## config.mk

```make
export PLATFORM = sky130hd
export DESIGN_NAME = bit_scan_encoder
export DESIGN_NICKNAME = d
export VERILOG_FILES = /design/src/rtl/bit_scan_pkg.sv /design/src/rtl/bit_scan_encoder_priority_encoder.sv /design/src/rtl/bit_scan_encoder.sv
export SDC_FILE = /design/constraint.sdc
export NUM_CORES = 1
export LEC_CHECK = 0
export BUFFER_PORTS_ARGS = -buffer_cell sky130_fd_sc_hd__buf_2
export CORE_MARGIN = 8
export CORE_UTILIZATION = 54
export CTS_BUF_LIST = sky130_fd_sc_hd__clkbuf_8
export DETAILED_ROUTE_END_ITERATION = 10
export MAX_ROUTING_LAYER = met4
export PLACE_DENSITY = 0.88
export SLEW_MARGIN = 10
export SYNTH_ARGS = -nofsm -noshare
export SYNTH_HDL_FRONTEND = slang
export SYNTH_SLANG_ARGS = --single-unit
export TNS_END_PERCENT = 5
```

## constraint.sdc

```tcl
create_clock -name clk -period 2.42 [get_ports clk]
set_clock_uncertainty 0.1 [all_clocks]
set_input_delay 0.363 -clock clk [delete_from_list [all_inputs] [get_ports clk]]
set_output_delay 0.363 -clock clk [all_outputs]
set_load 0.02 [all_outputs]
```

## src/rtl/bit_scan_pkg.sv

```systemverilog
// Shared types for the bit-scan encoder.
//   state_e  : FSM state encoding (IDLE / SCAN / NONE)
//   RST_IDX  : index value presented while no set bit is being reported
package bit_scan_pkg;
  typedef enum logic [1:0] {
    ST_IDLE = 2'd0,
    ST_SCAN = 2'd1,
    ST_NONE = 2'd2
  } state_e;

  localparam int unsigned RST_IDX = 0;
endpackage

```

## src/rtl/bit_scan_encoder_priority_encoder.sv

```systemverilog
// Combinational WIDTH -> SIZE priority encoder with an 'any bit set' flag.
//   bits_i : bitmap to encode
//   idx_o  : index of the lowest set bit (HIGH_FIRST=0) or highest (HIGH_FIRST=1);
//            0 when no bit is set
//   any_o  : at least one bit of bits_i is set
module priority_encoder #(
  parameter int SIZE       = 3,
  parameter bit HIGH_FIRST = 1'b0
) (
  input  logic [(1<<SIZE)-1:0] bits_i,
  output logic [SIZE-1:0]      idx_o,
  output logic                 any_o
);
  localparam int WIDTH = 1 << SIZE;

  // The loop direction is chosen so the winning bit is the one assigned last.
  always_comb begin
    idx_o = '0;
    if (HIGH_FIRST) begin
      for (int i = 0; i < WIDTH; i++)
        if (bits_i[i]) idx_o = SIZE'(i);
    end else begin
      for (int i = WIDTH - 1; i >= 0; i--)
        if (bits_i[i]) idx_o = SIZE'(i);
    end
  end

  assign any_o = |bits_i;
endmodule

```

## src/rtl/bit_scan_encoder.sv

```systemverilog
// Serialises a WIDTH-bit request bitmap into a stream of SIZE-bit indices,
// one beat per set bit. An all-zero bitmap yields a single out_none beat.
// valid/ready handshake on both sides; one bitmap in flight at a time.
//   clk, rst              : clock (rising edge), async active-high reset
//   in_valid/in_ready     : bitmap handshake, in_bits = bitmap
//   out_valid/out_ready   : index beat handshake
//   out_idx               : index of the set bit reported this beat
//   out_last              : final beat for the current bitmap
//   out_none              : beat reports an all-zero bitmap
// Build option: define BIT_SCAN_HIGH_FIRST_EN to emit the highest set bit
// first instead of the lowest.
module bit_scan_encoder
  import bit_scan_pkg::*;
#(
  parameter int SIZE  = 3,
  parameter int WIDTH = 1 << SIZE
) (
  input  logic             clk,
  input  logic             rst,
  input  logic             in_valid,
  output logic             in_ready,
  input  logic [WIDTH-1:0] in_bits,
  output logic             out_valid,
  input  logic             out_ready,
  output logic [SIZE-1:0]  out_idx,
  output logic             out_last,
  output logic             out_none
);
`ifdef BIT_SCAN_HIGH_FIRST_EN
  localparam bit HIGH_FIRST = 1'b1;
`else
  localparam bit HIGH_FIRST = 1'b0;
`endif

  state_e           state_q, state_d;
  logic [WIDTH-1:0] pending_q, pending_d;
  logic [SIZE-1:0]  enc_idx;
  logic             enc_any;
  logic             one_left;

  priority_encoder #(
    .SIZE       (SIZE),
    .HIGH_FIRST (HIGH_FIRST)
  ) u_enc (
    .bits_i (pending_q),
    .idx_o  (enc_idx),
    .any_o  (enc_any)
  );

  // Clearing the lowest set bit leaves zero iff at most one bit was set;
  // enc_any rules out the empty case.
  assign one_left = enc_any && ((pending_q & (pending_q - WIDTH'(1))) == '0);

  always_comb begin
    state_d   = state_q;
    pending_d = pending_q;
    unique case (state_q)
      ST_IDLE: begin
        if (in_valid) begin
          if (in_bits != '0) begin
            pending_d = in_bits;
            state_d   = ST_SCAN;
          end else begin
            state_d   = ST_NONE;
          end
        end
      end
      ST_SCAN: begin
        if (out_ready) begin
          pending_d[enc_idx] = 1'b0;
          if (one_left) state_d = ST_IDLE;
        end
      end
      ST_NONE: begin
        if (out_ready) state_d = ST_IDLE;
      end
      default: begin
        state_d   = ST_IDLE;
        pending_d = '0;
      end
    endcase
  end

  always_ff @(posedge clk or posedge rst) begin
    if (rst) begin
      state_q   <= ST_IDLE;
      pending_q <= '0;
    end else begin
      state_q   <= state_d;
      pending_q <= pending_d;
    end
  end

  // Outputs come from registered state only; reset clears them immediately.
  assign in_ready  = (state_q == ST_IDLE) & ~rst;
  assign out_valid = (state_q == ST_SCAN) | (state_q == ST_NONE);
  assign out_idx   = (state_q == ST_SCAN) ? enc_idx : SIZE'(RST_IDX);
  assign out_last  = ((state_q == ST_SCAN) & one_left) | (state_q == ST_NONE);
  assign out_none  = (state_q == ST_NONE);
endmodule

```

==> results.json, run 1 <==
{
  "status": "complete, no violations",
  "grt_max_degree": 11,
  "insertion_delay_ns": 0.24,
  "ys_types": 34,
  "drive_above_1_share_pct": 26.7,
  "synth_common_cells": "10 x dfrtp_1, 7 x inv_1, 7 x nand2_1",
  "critPathArrivalTime_ns": 1.84,
  "switching_power_uw": 620,
  "crit_path_end_kind": "primary output",
  "seq_area_frac_synth_pct": 31.6,
  "syn_area_um2": 792,
  "syn_nets": 105,
  "antenna_cells": 0,
  "die_w_um": 54.3,
  "routedWlPerCell_um": 15.8,
  "antenna_found_initial": 0,
  "yosysWarnings": 0,
  "min_path_type": "input pin to asynchronous set/reset pin",
  "core.rowCount": 14,
  "cts_tree": "done",
  "yosysTopAreaCell": "dfrtp_1",
  "grt_pass1_vias": 649,
  "cts_sinks": 10,
  "path_delay_family": "simple AND/OR/NAND/NOR gates",
  "place_congestion": 0.858,
  "die_area_mm2": 0.00295,
  "ant_nets": 0,
  "drc": 0,
  "hold_viol": 0,
  "synth_seq_cells": 10,
  "top_usage_layer": "met2",
  "first_pass_iters": 4,
  "clockRootBuffer": "clkbuf_8",
  "multi_input_area_um2": 479,
  "avgViaCountPerCell": 6.17,
  "cts_resized": 0,
  "crit_fanout": 9,
  "rsz0062_at_grt": "no",
  "async_reset_ff_share_pct": 100,
  "path_clk_slew_ns": 0.04,
  "nNetsFinal": 122,
  "cts_setup_buffers": 0,
  "setup-tns-final_ns": 0,
  "maxSlewViolCount": 0,
  "hpwl_um": 1510,
  "clockBufferDepth": 2,
  "p_clk_share_pct": 13.2,
  "syn_avg_cell_area_um2": 8.80,
  "fmax_ghz": 0.434,
  "grtUsageTotal_pct": 14.1,
  "irDropWorstVdd_mv": 0.898,
  "htree_levels": 1,
  "cp.required_ns": 1.96,
  "synth_area_leaders": "dfrtp_1 32%, a22o_1 6.6%, ha_1 4.7%",
  "area_growth_pct": 15.5,
  "setup_viol": 0,
  "overflow": 0,
  "cp_cell_sequence": "or4_4, a32oi_2, a21o_1, buf_2",
  "switching_share_pct": 47.8,
  "critical_path_class": "flip-flop to primary output",
  "fillCellCount": 130,
  "crit_buf_inv": 1,
  "grt_pass1_wl_um": 2950,
  "holdBufCountCts": 0,
  "worst_slew_pin_slew_ns": 0.392,
  "period_needed_ns": 2.31,
  "layout.area.seq_um2": 250,
  "synth-edff-count": 0,
  "total_power_uw": 1300,
  "layout_worst_path_cycle_share_pct": 95.3,
  "synth_flop_cell": "dfrtp_1",
  "ios": 19,
  "start_kind": "flip-flop",
  "internal-power_uw": 678,
  "max_slew_margin_pct": 73.7,
  "grt_util_met1_pct": 16.1,
  "p_leak_uw": 0.000427,
  "io_buffers": 18,
  "synth_top_area_share_pct": 31.6,
  "grtUsageMet3_pct": 3.53,
  "drt_wl_total_um": 1910,
  "seqPwrFrac_pct": 28.2,
  "pwr-share-comb_pct": 58.6,
  "use_met2_pct": 22.1,
  "power_density_mw_per_mm2": 1420,
  "synthCells": 90,
  "via_count": 746,
  "core_mm2": 0.00144,
  "critical_path.slowest_cell": "or4_4",
  "slowest_delay_ns": 0.61,
  "cts_inserted_buffers": 3,
  "maxCapViolCount": 0,
  "initial_core_util_pct": 55.1,
  "yosysMostFrequentCell": "dfrtp_1",
  "die_y_um": 54.3,
  "drt_iter0_drc": 25
}
## layout make-up
cell class,count,share of cell area [%]
repair buffers,19,10.7
multi-input cells,66,52.4
flip-flops and latches,10,27.4
clock buffers,3,4.51
well taps,16,2.19
inverters,7,2.87
## flip-flops by register name (all words and copies together) (netlist names)
signal / cells
state_q: 2
pending_q: 8
## power by group through the flow
stage / combinational (uW) / clock, uW / sequential, uW
global route: 833 / 180 / 379
detailed placement: 753 / 0 / 360
finish: 760 / 171 / 366
CTS: 756 / 174 / 359
floorplan: 684 / 0 / 298
global placement: 737 / 0 / 351
## through the flow
step                util [%]  worst slack, ns  std cells  hold WS, ns  cell area (um2)
finish                  63.7            0.115        121       0.0108              915
global route            63.7           0.0268        121       0.0531              915
floorplan                  -            0.339         90        0.103              792
global placement        60.4            0.367        118        0.260              867
detailed placement      60.4            0.284        118        0.275              867
CTS                     63.2           0.0305        121       0.0262              908
## path summary, 6_finish.rpt
check,from,to,slack (ns),cells after the start
worst max-delay path,pending_q[1],out_last,0.11,4
worst min-delay path,rst,state_q[0],0.01,2
worst max register to register,state_q[1],pending_q[2],0.45,6
worst min register to register,state_q[0],state_q[0],0.43,2
max in group asynchronous,rst,pending_q[6],1.93,2
min in group clk,in_bits[5],pending_q[5],0.27,2
## cells in the final DEF (no fill, tap or decap), types with 3 or more instances in the layout
cell type and n:
a21oi_1 3, a22o_1 6, buf_2 18, clkbuf_8 3
dfrtp_1 10, ha_1 3, inv_1 7, nand2_1 7
nand3_1 3, nor3_1 5, o21ai_0 5, o21ai_1 4
## layer usage
layer	up-vias	part of all wire (%)	wire (um)
met3	5	3.8	72
met2	23	51	981
met4	0	2.0	39
li1	367	-	-
met5	-	0	0
met1	351	43	814
## cells by family (layout without fill, tap and decap cells)
family	after synthesis	after routing	synth area share, %
AOI/OAI and AO/OA	31	31	31.9
xor gates and xnor gates	1	1	1.11
adders and majority gates	3	3	4.74
buffers and inverters	14	29	8.69
DFF	10	10	31.6
and+or+nand+nor	31	31	22.0
(Power assumes the default switching activity.)
==> inputs of run 2 (changes only) <==
- ABC_AREA: default -> 1
==> run 2 against run 1 <==
Compared with the run above: final cell count increased by 29%; utilization increased by 6.7 points; sequential share of layout area decreased by 0.69 points; clock-buffer cell count increased by 1; sequential power decreased by 12%; combinational power decreased by 3.4%; critical endpoint unchanged; area after synthesis decreased by 0.79%; critical path type unchanged; power decreased by 2.4%; largest cell class unchanged; non-clock buffer count decreased by 1.
==> results.json, run 2 <==
{
  "start_kind": "flip-flop",
  "cp.required_ns": 1.96,
  "critPathArrivalTime_ns": 1.70,
  "die_w_um": 54.1,
  "drt_wl_total_um": 2110,
  "synth_top_family_by_area": "simple AND/OR/NAND/NOR gates",
  "nNetsFinal": 157,
  "synthCells": 120,
  "min_path_type": "input pin to asynchronous set/reset pin",
  "maxCapViolCount": 0,
  "p_leak_uw": 0.000523,
  "io_buffers": 18,
  "path_delay_family": "simple AND/OR/NAND/NOR gates",
  "power_density_mw_per_mm2": 1350,
  "area_growth_pct": 19.4,
  "setup_viol": 0,
  "holdBufCountCts": 0,
  "via_count": 870,
  "synth_seq_cells": 10,
  "largest_register_ffs": 8,
  "ios": 19,
  "drt_iter0_drc": 46,
  "synthMuxAreaShare_pct": 0,
  "status": "complete, no violations",
  "cts_tree": "done",
  "insertion_delay_ns": 0.24,
  "setup-tns-final_ns": 0,
  "crit_fanout": 5,
  "synth_area_leaders": "dfrtp_1 32%, nand2_1 17%, inv_1 7.2%",
  "maxSlewViolCount": 0,
  "syn_area_um2": 786,
  "path_clk_slew_ns": 0.05,
  "overflow": 0,
  "seq_area_frac_synth_pct": 31.8,
  "cts_setup_buffers": 0,
  "grt_pass1_vias": 853,
  "final_common_cell": "nand2_1",
  "final_cell_mix": "36 x nand2_1, 18 x buf_2, 15 x inv_1, 15 x nor2_1, 10 x dfrtp_1",
  "hold_slack_ns": 0.00290,
  "worst_slew_pin_slew_ns": 0.383,
  "yosys.area_share.adder_pct": 4.78,
  "antenna_cells": 0,
  "dp.cells": 152,
  "critical_path_class": "flip-flop to primary output",
  "layout_worst_path_cycle_share_pct": 89.5,
  "syn_avg_cell_area_um2": 6.55,
  "yosysWarnings": 0,
  "clockRootBuffer": "clkbuf_8",
  "crit_buf_inv": 1,
  "antenna_found_initial": 0,
  "async_reset_ff_share_pct": 100,
  "slowest_delay_ns": 0.44,
  "core.rowCount": 13,
  "largest_register": "pending_q",
  "htree_levels": 1,
  "core_mm2": 0.00133,
  "clockBufferDepth": 2,
  "grtUsageTotal_pct": 16.2,
  "place_congestion": 1.00,
  "synthSimpleGateAreaFrac_pct": 38.2,
  "path_common_cell": "nand2_1",
  "first_pass_iters": 4,
  "crit_path_end_kind": "primary output",
  "grt_max_degree": 14,
  "hpwl_um": 1670,
  "cts_resized": 0,
  "yosysTopAreaCell": "dfrtp_1",
  "rsz0062_at_grt": "no",
  "drc": 0,
  "synth_common_cells": "36 x nand2_1, 15 x inv_1, 15 x nor2_1",
  "fmax_ghz": 0.461,
  "routedWlPerCell_um": 13.5,
  "drive_above_1_share_pct": 24.8,
  "hold_viol": 0,
  "total_power_uw": 1270,
  "max_slew_margin_pct": 74.5,
  "critical_path.slowest_cell": "dfrtp_1",
  "top_regs": "pending_q: 8 flops, state_q: 2 flops",
  "cts_inserted_buffers": 3,
  "ant_nets": 0,
  "cts_sinks": 10,
  "ys_types": 22,
  "synth_top_area_share_pct": 31.8,
  "syn_nets": 135,
  "synth_xor_area_share_pct": 0,
  "yosysMostFrequentCell": "nand2_1",
  "cp_cell_sequence": "nor2_2, nand2_1, nand2_1, nand2_1, nor2_1, nand2_1, o21ai_1, buf_2",
  "period_needed_ns": 2.17,
  "synth_compound_area_share_pct": 14.2,
  "die_area_mm2": 0.00293,
  "grt_pass1_wl_um": 3460,
  "die_y_um": 54.1,
  "synth_flop_cell": "dfrtp_1",
  "initial_core_util_pct": 58.9,
  "irDropWorstVdd_mv": 0.759,
  "fin_cells": 156,
  "avgViaCountPerCell": 5.58,
  "rrSetupSlack_ns": 0.50,
  "synth-edff-count": 0
}
==> run 2: cell families after synthesis <==
group / after synthesis
and+or+nand+nor: 68
buffers and inverters: 21
AOI/OAI and AO/OA: 18
DFF: 10
adders and majority gates: 3
==> run 2: layout make-up <==
| type | count | area (um2) |
|---|---|---|
| Clock buffer | 4 | 55.1 |
| Fill cell | 117 | 395 |
| Inverter | 20 | 75.1 |
| Multi-Input combinational cell | 89 | 449 |
| Sequential cell | 10 | 250 |
| Tap cell | 15 | 18.8 |
| Timing Repair Buffer | 18 | 90.1 |
==> run 2: path summary, 6_finish.rpt <==
| path | start | end | cells past startpoint |
|---|---|---|---|
| setup / recovery | pending_q[0] | out_last | 8 |
| hold / removal | rst | state_q[0] | 2 |
| setup reg to reg | state_q[1] | pending_q[0] | 10 |
| hold reg to reg | pending_q[7] | pending_q[7] | 2 |
| max in group asynchronous | rst | pending_q[0] | 2 |
| min in group clk | in_bits[0] | pending_q[0] | 3 |
==> run 2: worst reg2reg max path: stages, from the launching register on <==
cell     delay [ns]
dfrtp_1        0.36
inv_1          0.07
ha_1           0.27
inv_2          0.17
nor2_1         0.09
nor3_2         0.17
inv_2          0.06
nor2_4         0.29
inv_2          0.09
nand2_1        0.07
nand2_1        0.05
==> run 2: report_power, final <==
part / switching (uW) / total [uW] / internal [uW]
clock network: 69.2 / 212 / 143
registers: 82.1 / 321 / 239
logic: 493 / 734 / 241
==> run 2: metrics by stage <==
step / setup WS [ns] / instance area, um2 / util (%)
floorplan: 0.146 / 786 / -
global placement: 0.584 / 883 / 66.2
detailed placement: 0.545 / 883 / 66.2
CTS: 0.285 / 938 / 70.4
global route: 0.112 / 938 / 70.4
finish: 0.253 / 938 / 70.4
==> run 2: routing by layer <==
metal | wire [um] | GRT usage (%) | up-vias
met5 | 0 | - | -
li1 | - | - | 425
met1 | 844 | 18.5 | 393
met2 | 1060 | 25.8 | 44
met4 | 59 | 11.9 | 0
met3 | 147 | 1.38 | 8
